--- src/rtl/rom_loader_pkg.sv ---
// Shared loader definitions: default geometry, frame header bytes, FSM states
// and the word-address helper used by the ROM write port.
package rom_loader_pkg;

   localparam int          DEF_ROM_WORDS      = 4096;
   localparam int          DEF_TIMEOUT_CYCLES = 1_000_000;
   localparam logic [7:0]  DEF_HDR0           = 8'h55;
   localparam logic [7:0]  DEF_HDR1           = 8'hAA;

   typedef enum logic [2:0] {
      ST_IDLE,
      ST_HDR,
      ST_LEN_LO,
      ST_LEN_HI,
      ST_DATA,
      ST_CSUM
   } state_t;

   // Byte address of word idx, counted from base.
   function automatic logic [31:0] word_addr(input logic [31:0] base, input logic [15:0] idx);
      return base + {14'd0, idx, 2'b00};
   endfunction

endpackage

--- src/rtl/rom_loader_timeout.sv ---
// Inter-byte gap counter. Counts while enabled, clears on every received byte
// or when disabled, saturates at its last value and flags expiry there.
module rom_loader_timeout #(
   parameter int TIMEOUT_CYCLES = 1_000_000
) (
   input  logic sys_clk,
   input  logic sys_rst,
   input  logic clear,
   input  logic enable,
   output logic expire
);

   localparam int            CW   = (TIMEOUT_CYCLES > 1) ? $clog2(TIMEOUT_CYCLES) : 1;
   localparam logic [CW-1:0] LAST = CW'(TIMEOUT_CYCLES - 1);

   logic [CW-1:0] cnt;

   // Gap counter: restart on a byte or outside a frame, otherwise count up to LAST and hold.
   always_ff @(posedge sys_clk or posedge sys_rst) begin
      if (sys_rst)
         cnt <= '0;
      else if (clear || !enable)
         cnt <= '0;
      else if (cnt != LAST)
         cnt <= cnt + CW'(1);
   end

   // A byte arriving in the expiry cycle takes precedence over the abort.
   assign expire = enable && !clear && (cnt == LAST);

endmodule

--- src/rtl/rom_loader.sv ---
// Serial boot loader: parses HDR0 HDR1 LEN_LO LEN_HI {LEN x 4 bytes} CSUM from
// the UART byte stream, writes little-endian words into the instruction ROM and
// holds the CPU in reset while a load is in progress.
module rom_loader
   import rom_loader_pkg::*;
#(
   parameter logic [31:0] BASE_ADDR      = 32'h0000_0000,
   parameter int          ROM_WORDS      = DEF_ROM_WORDS,
   parameter int          TIMEOUT_CYCLES = DEF_TIMEOUT_CYCLES,
   parameter logic [7:0]  HDR0           = DEF_HDR0,
   parameter logic [7:0]  HDR1           = DEF_HDR1
) (
   input  logic        sys_clk,
   input  logic        sys_rst,
   input  logic [7:0]  rx_data_i,
   input  logic        rx_valid_i,
   output logic        wr_en_o,
   output logic [31:0] wr_addr_o,
   output logic [31:0] wr_data_o,
   output logic        cpu_hold_o,
   output logic        load_done_o,
   output logic        load_err_o
);

   localparam logic [16:0] MAX_LEN = 17'(ROM_WORDS);

   state_t      state;
   logic [7:0]  len_lo;
   logic [15:0] len;
   logic [15:0] word_idx;
   logic [1:0]  byte_idx;
   logic [7:0]  csum;
   logic [23:0] word_buf;
   logic [15:0] len_w;
   logic        expire;

   assign len_w = {rx_data_i, len_lo};

   rom_loader_timeout #(
      .TIMEOUT_CYCLES(TIMEOUT_CYCLES)
   ) u_timeout (
      .sys_clk(sys_clk),
      .sys_rst(sys_rst),
      .clear  (rx_valid_i),
      .enable (state != ST_IDLE),
      .expire (expire)
   );

   // Frame parser with registered outputs; advances only on received bytes or gap expiry.
   // NOTE: all state here uses non-blocking assignments so every branch sees pre-edge values.
   always_ff @(posedge sys_clk or posedge sys_rst) begin
      if (sys_rst) begin
         state       <= ST_IDLE;
         len_lo      <= '0;
         len         <= '0;
         word_idx    <= '0;
         byte_idx    <= '0;
         csum        <= '0;
         word_buf    <= '0;
         wr_en_o     <= 1'b0;
         wr_addr_o   <= '0;
         wr_data_o   <= '0;
         cpu_hold_o  <= 1'b0;
         load_done_o <= 1'b0;
         load_err_o  <= 1'b0;
      end else begin
         wr_en_o     <= 1'b0;
         load_done_o <= 1'b0;
         if (rx_valid_i) begin
            case (state)
               ST_IDLE: begin
                  if (rx_data_i == HDR0) state <= ST_HDR;
               end
               ST_HDR: begin
                  if (rx_data_i == HDR1) begin
                     state      <= ST_LEN_LO;
                     cpu_hold_o <= 1'b1;
                     load_err_o <= 1'b0;
                  end else if (rx_data_i != HDR0) begin
                     state <= ST_IDLE;
                  end
               end
               ST_LEN_LO: begin
                  len_lo <= rx_data_i;
                  state  <= ST_LEN_HI;
               end
               ST_LEN_HI: begin
                  if (len_w == 16'd0 || {1'b0, len_w} > MAX_LEN) begin
                     state      <= ST_IDLE;
                     load_err_o <= 1'b1;
                     cpu_hold_o <= 1'b0;
                  end else begin
                     state    <= ST_DATA;
                     len      <= len_w;
                     word_idx <= '0;
                     byte_idx <= '0;
                     csum     <= '0;
                  end
               end
               ST_DATA: begin
                  csum     <= csum + rx_data_i;
                  byte_idx <= byte_idx + 2'd1;
                  case (byte_idx)
                     2'd0: word_buf[7:0]   <= rx_data_i;
                     2'd1: word_buf[15:8]  <= rx_data_i;
                     2'd2: word_buf[23:16] <= rx_data_i;
                     default: begin
                        wr_en_o   <= 1'b1;
                        wr_addr_o <= word_addr(BASE_ADDR, word_idx);
                        wr_data_o <= {rx_data_i, word_buf};
                        word_idx  <= word_idx + 16'd1;
                        if (word_idx + 16'd1 == len) state <= ST_CSUM;
                     end
                  endcase
               end
               ST_CSUM: begin
                  if (rx_data_i == csum) load_done_o <= 1'b1;
                  else                   load_err_o  <= 1'b1;
                  state      <= ST_IDLE;
                  cpu_hold_o <= 1'b0;
               end
               default: state <= ST_IDLE;
            endcase
         end else if (expire) begin
            state      <= ST_IDLE;
            load_err_o <= 1'b1;
            cpu_hold_o <= 1'b0;
         end
      end
   end

endmodule
--- config.mk ---
export PLATFORM = sky130hd
export DESIGN_NAME = rom_loader
export DESIGN_NICKNAME = d
export VERILOG_FILES = /design/src/rtl/rom_loader_pkg.sv /design/src/rtl/rom_loader_timeout.sv /design/src/rtl/rom_loader.sv
export SDC_FILE = /design/constraint.sdc
export NUM_CORES = 1
export LEC_CHECK = 0
export CORE_UTILIZATION = 55
export DETAILED_ROUTE_END_ITERATION = 8
export GPL_TIMING_DRIVEN = 0
export PLACE_DENSITY = 0.81
export SLEW_MARGIN = 20
export SYNTH_ARGS = -nofsm -noshare
export SYNTH_HDL_FRONTEND = slang
export SYNTH_SLANG_ARGS = --single-unit
--- constraint.sdc ---
create_clock -name sys_clk -period 9.4 [get_ports sys_clk]
set_input_delay 1.41 -clock sys_clk [delete_from_list [all_inputs] [get_ports sys_clk]]
set_output_delay 1.41 -clock sys_clk [all_outputs]
set_load 0.005 [all_outputs]
==> results of run 1 <==
[sequential cells by signal, summed over array words and instances, names as in the netlist]
name and cells:
load_err_o 1, len 16, load_done_o 1, word_idx 16, wr_data_o 32, byte_idx 2
wr_addr_o 16, state 3, cpu_hold_o 1, len_lo 8, u_timeout.cnt 20, csum 8
word_buf 24, wr_en_o 1
[layout make-up]
| type | instances | area, um^2 |
|---|---|---|
| buffer | 53 | 300 |
| clock buffer | 21 | 450 |
| clock inverter | 10 | 124 |
| fill | 979 | 3980 |
| inverter | 9 | 41.3 |
| multi-input combinational | 531 | 3190 |
| sequential | 149 | 3730 |
| tap | 172 | 215 |
| timing repair buffer | 62 | 638 |
[path summary, 6_finish.rpt]
path	start	to	slack, ps	cells past startpoint
max in group asynchronous	sys_rst	word_buf[3]	7240	3
min in group asynchronous	sys_rst	wr_data_o[7]	1350	2
worst min-delay path	word_buf[4]	wr_data_o[4]	460	2
worst min register to register	word_buf[4]	wr_data_o[4]	460	2
worst max register to register	word_idx[0]	state[0]	6860	9
worst max-delay path	rx_data_i[1]	word_idx[7]	5580	10
[metal layers]
metal | vias to the layer above | share of wire, % | global-route usage (%)
met3 | 40 | 5.4 | 5.55
met5 | - | 0 | 0
met2 | 198 | 49 | 42.8
met4 | 0 | 2.7 | 12.1
met1 | 2755 | 43 | 33.6
li1 | 2596 | - | -
[cell families after synthesis]
group	Yosys count	synth area share, %
adder cells (fa/ha/maj)	14	2.54
AO/OA/AOI/OAI	78	6.95
multiplexers	50	7.75
buffers and inverters	62	4.64
flip-flops	149	51.8
other	1	0.0521
AND/OR/NAND/NOR	326	20.5
XOR/XNOR	47	5.72
[power breakdown]
group | switching [mW] | internal [mW]
clock network | 0.265 | 0.398
logic | 0.0618 | 0.0407
registers | 0.00816 | 0.653
total | 0.335 | 1.09
[critical path, stage by stage]
cell	delay [ps]
clkdlybuf4s50_1	490
buf_2	260
nor4_1	280
nand3_1	130
xnor2_1	220
nor4_4	680
o21ai_4	190
buf_6	200
o21ai_1	150
o41ai_1	100
[layout by cell type, fill, tap and decap left out, drive strengths merged, types with 2 or more instances in the layout]
master and n:
nor3 9, xor2 22, clkdlybuf4s50 61, bufinv 2
inv 11, or3 3, clkinvlp 5, and3 12
a211oi 2, and4b 2, nand3 8, nand2b 5
o211ai 3, conb 16, nor2b 7, or2 3
nor4 9, buf 33, a21oi 12, nor2 55
clkbuf 42, o31ai 7, or4 3, ha 13
o2111ai 2, a21o 2, nand2 198, dfrtp 149
nand4 8, o22ai 6, and2 2, xnor2 25
o21ai 33, mux2i 4, o41ai 3, mux2 46
[per-stage QoR]
| step | utilization (%) | hold slack [ps] | instances |
|---|---|---|---|
| floorplan | - | 433 | 742 |
| global placement | 63.8 | 446 | 975 |
| detailed placement | 64.0 | 456 | 976 |
| CTS | 68.6 | 469 | 1007 |
| global route | 68.6 | 484 | 1007 |
| finish | 68.6 | 463 | 1007 |
==> results.json, run 1 <==
{
  "outcome": "finished, final reports clean",
  "cellPowerDensity_nw_per_um2": 164,
  "grt_remaining_overflow": 0,
  "design_power_total_mw": 1.43,
  "synth_common_cells": "nand2_1 (197), dfrtp_1 (149), nor2_1 (54), mux2_2 (46), xnor2_1 (25)",
  "finalWorstPathRequiredPeriod_ps": 3820,
  "antenna_violations_before_repair": 0,
  "critPathLaunchType": "primary input",
  "wirelength_um": 16300,
  "grt_pass1_wl_um": 26800,
  "cts_hold_repair.buffers": 0,
  "track_usage_pct": 26.2,
  "dr.pass1.iters": 6,
  "tritoncts.num_buffers": 17,
  "hp-class": "reg -> reg",
  "postSynth.topFlopCell": "dfrtp_1",
  "worstSetupEndpointType": "flop",
  "rsz_0062_raised_after_global_routing": "false",
  "cts.clk_slew.worst_paths_ps": 60,
  "number_of_enable_type_register_cells_in_the_synthesized_netlist": 0,
  "core_area_um2": 12700,
  "most_common_cell_in_the_netlist": "nand2_1",
  "number_of_unique_standard_cell_types_used_by_synthesis": 59,
  "die_area_um2": 13500,
  "io_pins": 79,
  "synthDominantAreaCellType": "dfrtp_1",
  "cp_max_fo": 10,
  "die_h_um": 116,
  "timing.final.ws_setup_ps": 5580,
  "detailed_place_hpwl_um": 11000,
  "cts_tree": "built",
  "synth_sequential_area_ratio_pct": 51.8,
  "num_antenna_cells": 0,
  "slew_headroom_pct": 53.2,
  "synthesis.area_um2": 7200,
  "post-route-period-util_pct": 40.7,
  "cts.sink_count": 149,
  "nNetsFinal": 848,
  "port_buffers": 61,
  "cp_class": "in -> reg",
  "vias_per_cell": 5.55,
  "worst_ir_drop_vdd_mv": 0.110,
  "synth_top_area_share_pct": 51.8,
  "initial_core_util_pct": 56.8,
  "number_of_global_route_vias_before_repair": 5462,
  "clk-insertion-delay-late_ps": 430,
  "post_route_cells_drive_above_1_share_pct": 14.7,
  "synth_area_leaders": "dfrtp_1 (52%), nand2_1 (10%), mux2_2 (7.2%)",
  "initialDrtViolationCount": 377,
  "detail-route-antenna-nets": 0,
  "wire_per_inst_um": 16.2,
  "timing.final.setup_violations": 0,
  "fin_worst_skew_ps": 9.72,
  "cts_root_buf": "clkbuf_16",
  "cts_repair_resize_count": 0,
  "vias": 5589,
  "max_freq_ghz": 0.262,
  "cp.arrival_ps": 4100,
  "yosys_register_bits": 149,
  "postCtsSetupBuffers": 0,
  "syn_inst": 727,
  "finalInstanceArea_um2": 8690,
  "timing_worst_slew_pin_value_ps": 700,
  "yosysWarnings": 0,
  "power.static_leakage_nw": 4.26,
  "required_ps": 9680,
  "fp-row-count": 41,
  "syn_avg_cell_area_um2": 9.90,
  "cts-root-to-sink-buffers": 2,
  "maxCapViolations": 0,
  "async_reset_ff_share_pct": 100,
  "ctsHtreeMaxLevel": 4,
  "gpl.final_weighted_congestion": 0.885,
  "placement.cell_area_um2": 8120,
  "horizontal_die_dimension_um": 116,
  "areaGrowthSynthToFinish_pct": 20.7,
  "final_hold_viol_count": 0,
  "dp_slack_ps": 5220,
  "finalSetupTns_ps": 0,
  "timing.final.max_slew_violations": 0,
  "drc_errors": 0,
  "grt_start_max_net_pins": 116
}
No activity file was read; power rests on OpenSTA's default activity.
==> inputs of run 2 (changes only) <==
--- a/config.mk
+++ b/config.mk
@@ -5,10 +5,10 @@
 export SDC_FILE = /design/constraint.sdc
 export NUM_CORES = 1
 export LEC_CHECK = 0
-export CORE_UTILIZATION = 55
+export CORE_UTILIZATION = 51
 export DETAILED_ROUTE_END_ITERATION = 8
 export GPL_TIMING_DRIVEN = 0
-export PLACE_DENSITY = 0.81
+export PLACE_DENSITY = 0.79
 export SLEW_MARGIN = 20
 export SYNTH_ARGS = -nofsm -noshare
 export SYNTH_HDL_FRONTEND = slang
==> constraint.sdc (replaced) <==
create_clock -name sys_clk -period 3.4 [get_ports sys_clk]
set_input_delay 0.51 -clock sys_clk [delete_from_list [all_inputs] [get_ports sys_clk]]
set_output_delay 0.51 -clock sys_clk [all_outputs]
set_load 0.005 [all_outputs]
==> run 2 against run 1 <==
Non-clock buffer count up 3. Hold slack better by 1.7 ps. Critical path depth unchanged. Die area up 7.7%. Wire length down 1.1%. First-iteration DRC count down 13%. Sequential power rose to 2.8 times the previous value. Via count down 3.2%. Register-to-register slack worse by 6100 ps.
==> results.json, run 2 (synthesis results as in run 1) <==
{
  "outcome": "finished, final reports clean",
  "max_freq_ghz": 0.343,
  "required_ps": 3680,
  "timing.final.setup_violations": 0,
  "power.switching_mw": 1.00,
  "tritoncts.num_buffers": 17,
  "reg2reg_to": "wr_addr_o[6]",
  "placement.cell_area_um2": 8170,
  "grt_remaining_overflow": 0,
  "die_area_um2": 14600,
  "worstSetupEndpointType": "flop",
  "initial_core_util_pct": 52.1,
  "cts.clk_slew.worst_paths_ps": 60,
  "number_of_global_route_vias_before_repair": 5325,
  "worstPathCellList": "clkdlybuf4s50_1 > buf_2 > nor4_1 > nand3_1 > xnor2_1 > nor4_4 > o21ai_4 > buf_6 > o21ai_1 > o31ai_1",
  "min_path_cells": 2,
  "reg_area_um2": 3730,
  "timing_worst_slew_pin_value_ps": 806,
  "horizontal_die_dimension_um": 121,
  "cts-root-to-sink-buffers": 2,
  "cp_class": "in -> reg",
  "slew_headroom_pct": 45.8,
  "utilization_pct": 63.6,
  "pwr-share-comb_pct": 7.0,
  "r2r.worst_path.cells": 9,
  "reg.largest.list": "wr_data_o x32, word_buf x24, u_timeout.cnt x20",
  "antenna_violations_before_repair": 0,
  "die_h_um": 121,
  "mostFrequentLayoutCell": "nand2_1",
  "initialDrtViolationCount": 327,
  "clockPowerShare_pct": 48.6,
  "post_route_cells_drive_above_1_share_pct": 15.5,
  "grt_pass1_wl_um": 27000,
  "worst_ir_drop_vdd_mv": 0.328,
  "fp-row-count": 43,
  "io_pins": 79,
  "worstHoldStart": "word_buf[22]",
  "num_antenna_cells": 0,
  "top_register": "wr_data_o",
  "dr.pass1.iters": 5,
  "cts.sink_count": 149,
  "detail-route-antenna-nets": 0,
  "rsz_0062_raised_after_global_routing": "false",
  "wire_per_inst_um": 15.9,
  "vias": 5410,
  "nNetsFinal": 851,
  "detailed_place_hpwl_um": 10900,
  "wirelength_um": 16200,
  "power.switching_fraction_pct": 24.3,
  "vias_per_cell": 5.31,
  "clk-insertion-delay-late_ps": 430,
  "cts_repair_resize_count": 0,
  "gpl.final_weighted_congestion": 0.857,
  "cts_root_buf": "clkbuf_16",
  "cp_slowest_stage_delay_ps": 750,
  "port_buffers": 61,
  "crit_family": "simple AND/OR/NAND/NOR gates",
  "multi_input_comb_area_um2": 3190,
  "core_area_um2": 13800,
  "areaGrowthSynthToFinish_pct": 22.2,
  "drc_errors": 0,
  "p_int_mw": 3.12,
  "cts_hold_repair.buffers": 0,
  "rr_startpoint": "state[0]",
  "ctsHtreeMaxLevel": 4,
  "nFillCells": 1078,
  "fin_worst_skew_ps": 11.4,
  "power.share.sequential_pct": 44.4,
  "post-route-period-util_pct": 85.8,
  "grt_start_max_net_pins": 35,
  "track_usage_pct": 24.4,
  "worstHoldEndpoint": "wr_data_o[22]",
  "finalInstanceArea_um2": 8800,
  "cp.arrival_ps": 3200,
  "cellPowerDensity_nw_per_um2": 468,
  "critPathLaunchType": "primary input",
  "setup_slack_reg_to_reg_ps": 720,
  "timing.final.max_slew_violations": 0,
  "cp_max_fo": 10,
  "power.static_leakage_nw": 4.31,
  "final_hold_viol_count": 0,
  "largest_register_ff_count": 32,
  "cts_tree": "built",
  "hp-class": "reg -> reg",
  "cpMaxStageDelayCell": "nor4_4",
  "cp_num_buf_inv": 3,
  "postCtsSetupBuffers": 0,
  "maxCapViolations": 0,
  "finalWorstPathRequiredPeriod_ps": 2920,
  "mostFrequentLayoutCells": "nand2_1 (197), dfrtp_1 (149), clkdlybuf4s50_1 (61)"
}
## run 2: cell types whose count changed in the layout (fill, tap and decap cells not counted), sizes merged
cell,before,now
clkbuf,42,39
inv,11,15
buf,33,36
bufinv,2,3
clkinv,1,0
## run 2: through the flow
| step | TNS, ps | total power, mW | instances | worst slack, ps | hold slack (ps) |
|---|---|---|---|---|---|
| global placement | -34650 | 2.13 | 983 | -246 | 444 |
| detailed placement | 0 | 2.15 | 987 | 79.7 | 446 |
| finish | 0 | 4.12 | 1019 | 483 | 464 |
| floorplan | 0 | 2.04 | 742 | 1010 | 433 |
| CTS | 0 | 4.14 | 1019 | 498 | 466 |
| global route | 0 | 4.26 | 1019 | 373 | 493 |
## run 2: routing by layer
| layer | track usage, % | wire, um | vias up |
|---|---|---|---|
| met5 | 0 | 0 | - |
| met4 | 9.34 | 341 | 0 |
| met3 | 6.32 | 778 | 33 |
| met2 | 38.6 | 7700 | 139 |
| met1 | 32.3 | 7330 | 2632 |
| li1 | - | - | 2606 |
## run 2: worst reg2reg max path: cells and delay by family, from the launching register on
kind	cells	cell delay, ps
DFF	1	360
buffers and inverters	4	1160
and+or+nand+nor	5	1100
## run 2: power groups by stage
stage	clock network [mW]	logic (mW)	registers, mW
after floorplan	0	0.189	1.85
after global placement	0	0.269	1.86
after detailed placement	0	0.286	1.86
after CTS	2.02	0.288	1.83
after global routing	2.10	0.323	1.83
final	2.00	0.288	1.83
## run 2: area by class of cell
cell class              instances  share of cell area [%]
multi-input cells             531                    36.3
plain buffers                  53                    3.41
repair buffers                 65                    7.85
well taps                     180                    2.56
flip-flops and latches        149                    42.4
clock inverters                14                    2.12
inverters                       9                   0.427
clock buffers                  18                    4.99
## run 2: how the worst max path moves through the flow
stage	cells past startpoint	startpoint	slack [ps]	endpoint
CTS	10	rx_data_i[1]	500	word_idx[3]
finish	10	rx_data_i[1]	480	word_idx[3]
floorplan	7	rx_data_i[0]	1010	len[0]
global placement	2	sys_rst	-250	wr_data_o[21]
detailed placement	10	rx_data_i[1]	80	word_idx[3]
global route	10	rx_data_i[1]	370	word_idx[3]
==> inputs of run 3 (changes only) <==
--- a/config.mk
+++ b/config.mk
@@ -5,7 +5,9 @@
 export SDC_FILE = /design/constraint.sdc
 export NUM_CORES = 1
 export LEC_CHECK = 0
+export CORE_ASPECT_RATIO = 1.2
 export CORE_UTILIZATION = 51
+export CTS_CLUSTER_SIZE = 16
 export DETAILED_ROUTE_END_ITERATION = 8
 export GPL_TIMING_DRIVEN = 0
 export PLACE_DENSITY = 0.79
==> run 3 against run 2 <==
Sequential share of layout area grew 0.060 points. Critical path depth is the same. Register-to-register slack gained 60 ps. Clock power shrank 5%. Hold slack lost 53 ps. Die area is essentially flat. Wire length shrank 0.17%. Critical endpoint is now word_idx[5]. Largest cell class unchanged.
==> results.json, run 3 (synthesis results as in run 1) <==
{
  "mostFrequentLayoutCells": "nand2_1 (197), dfrtp_1 (149), clkdlybuf4s50_1 (61)",
  "number_of_global_route_vias_before_repair": 5431,
  "dp_slack_ps": 59.7,
  "required_ps": 3680,
  "finalSetupTns_ps": 0,
  "initial_core_util_pct": 52.3,
  "outcome": "finished, final reports clean",
  "nNetsFinal": 852,
  "power.static_leakage_nw": 4.31,
  "reg.largest.list": "wr_data_o x32, word_buf x24, u_timeout.cnt x20",
  "critPathLaunchType": "primary input",
  "timing.final.ws_setup_ps": 365,
  "timing.final.max_slew_violations": 0,
  "worstSetupEndpointType": "flop",
  "cts_hold_repair.buffers": 0,
  "initialDrtViolationCount": 269,
  "top_register": "wr_data_o",
  "cts_root_buf": "clkbuf_16",
  "max_freq_ghz": 0.329,
  "mostFrequentLayoutCell": "nand2_1",
  "cts.sink_count": 149,
  "cp_max_fo": 10,
  "cellPowerDensity_nw_per_um2": 457,
  "largest_register_ff_count": 32,
  "wire_per_inst_um": 16.0,
  "die_area_um2": 14600,
  "cp_num_buf_inv": 3,
  "detail-route-antenna-nets": 0,
  "rsz_0062_raised_after_global_routing": "false",
  "port_buffers": 61,
  "cts.clk_slew.worst_paths_ps": 60,
  "timing.final.setup_violations": 0,
  "die_h_um": 132,
  "crit_family": "simple AND/OR/NAND/NOR gates",
  "core_area_um2": 13800,
  "post_route_cells_drive_above_1_share_pct": 15.5,
  "gpl.final_weighted_congestion": 0.834,
  "postCtsSetupBuffers": 0,
  "dr.pass1.iters": 4,
  "worst_hold_slack_ps": 412,
  "track_usage_pct": 23.6,
  "cp_class": "in -> reg",
  "vias_per_cell": 5.43,
  "p_int_mw": 3.09,
  "drc_errors": 0,
  "cp.arrival_ps": 3320,
  "clk-insertion-delay-late_ps": 420,
  "grt_remaining_overflow": 0,
  "fp-row-count": 47,
  "detailed_place_hpwl_um": 11200,
  "post-route-period-util_pct": 89.3,
  "cts_tree": "built",
  "vias": 5485,
  "finalWorstPathRequiredPeriod_ps": 3040,
  "pwr-share-comb_pct": 7.3,
  "slew_headroom_pct": 47.8,
  "timing_worst_slew_pin_value_ps": 778,
  "cts_repair_resize_count": 0,
  "nFillCells": 1096,
  "ctsHtreeMaxLevel": 4,
  "power.share.sequential_pct": 45.5,
  "horizontal_die_dimension_um": 110,
  "power.switching_fraction_pct": 23.1,
  "placement.cell_area_um2": 8190,
  "cp_slowest_stage_delay_ps": 740,
  "clockPowerShare_pct": 47.2,
  "antenna_violations_before_repair": 0,
  "grt_start_max_net_pins": 34,
  "worst_ir_drop_vdd_mv": 0.256,
  "hp-class": "in -> async",
  "num_antenna_cells": 0,
  "areaGrowthSynthToFinish_pct": 22.1,
  "cts-root-to-sink-buffers": 2,
  "tritoncts.num_buffers": 17,
  "io_pins": 79,
  "grt_pass1_wl_um": 27200,
  "cpMaxStageDelayCell": "nor4_4",
  "finalInstanceArea_um2": 8790,
  "maxCapViolations": 0,
  "wirelength_um": 16100,
  "final_hold_viol_count": 0,
  "utilization_pct": 63.9,
  "worstPathCellList": "clkdlybuf4s50_1 > buf_2 > nor4_1 > nand3_1 > xnor2_1 > nor4_4 > o21ai_4 > buf_6 > o21ai_1 > o31ai_1",
  "fin_worst_skew_ps": 8.93,
  "power.switching_mw": 0.928
}
-- run 3: changes by cell type in the layout (fill, tap and decap cells not counted), sizes merged --
| cell | previous run | this run |
|---|---|---|
| inv | 15 | 9 |
| buf | 36 | 37 |
| clkinv | 0 | 5 |
-- run 3: final cells by class --
cell class | instances | area [um^2] | area share (%)
flip-flops and latches | 149 | 3730 | 42.4
multi-input cells | 531 | 3190 | 36.3
repair buffers | 66 | 718 | 8.17
clock buffers | 18 | 439 | 5.00
plain buffers | 53 | 300 | 3.42
well taps | 171 | 214 | 2.43
clock inverters | 13 | 158 | 1.79
inverters | 9 | 37.5 | 0.427
-- run 3: worst paths after layout --
kind | from | endpoint | slack, ps | depth (start not counted)
worst max-delay path | rx_data_i[1] | word_idx[5] | 360 | 10
worst min-delay path | sys_rst | wr_addr_o[2] | 410 | 2
worst max register to register | len_lo[1] | word_idx[5] | 780 | 8
worst min register to register | word_buf[9] | wr_data_o[9] | 460 | 2
max in group asynchronous | sys_rst | csum[3] | 2140 | 5
min in group sys_clk | word_buf[9] | wr_data_o[9] | 460 | 2
-- run 3: worst register-to-register path, stage by stage, from the launching register on --
cell and delay, ps:
dfrtp_1 400, nor4_1 350, nand3_1 150, xnor2_1 200, nor4_4 740, o21ai_4 210, buf_6 210, o21ai_1 140
o31ai_1 80
-- run 3: through the flow --
step | power [mW] | instances
3_5_place_dp | 2.15 | 979
6_report | 4.02 | 1010
2_1_floorplan | 2.04 | 742
3_3_place_gp | 2.13 | 974
5_1_grt | 4.15 | 1010
4_1_cts | 4.04 | 1010
-- run 3: power groups by stage --
stage               combinational, mW  clock (mW)  sequential [mW]
floorplan                       0.189           0             1.85
global placement                0.272           0             1.86
detailed placement              0.291           0             1.86
CTS                             0.294        1.92             1.83
global route                    0.325        1.99             1.83
finish                          0.292        1.90             1.83
-- run 3: routing by layer --
metal  track usage, %  wire length (um)  vias up
li1                 -                 -     2604
met1             30.3              6960     2705
met2             39.4              8110      148
met3             4.46               700       28
met4             9.19               356        0
met5                0                 0        -
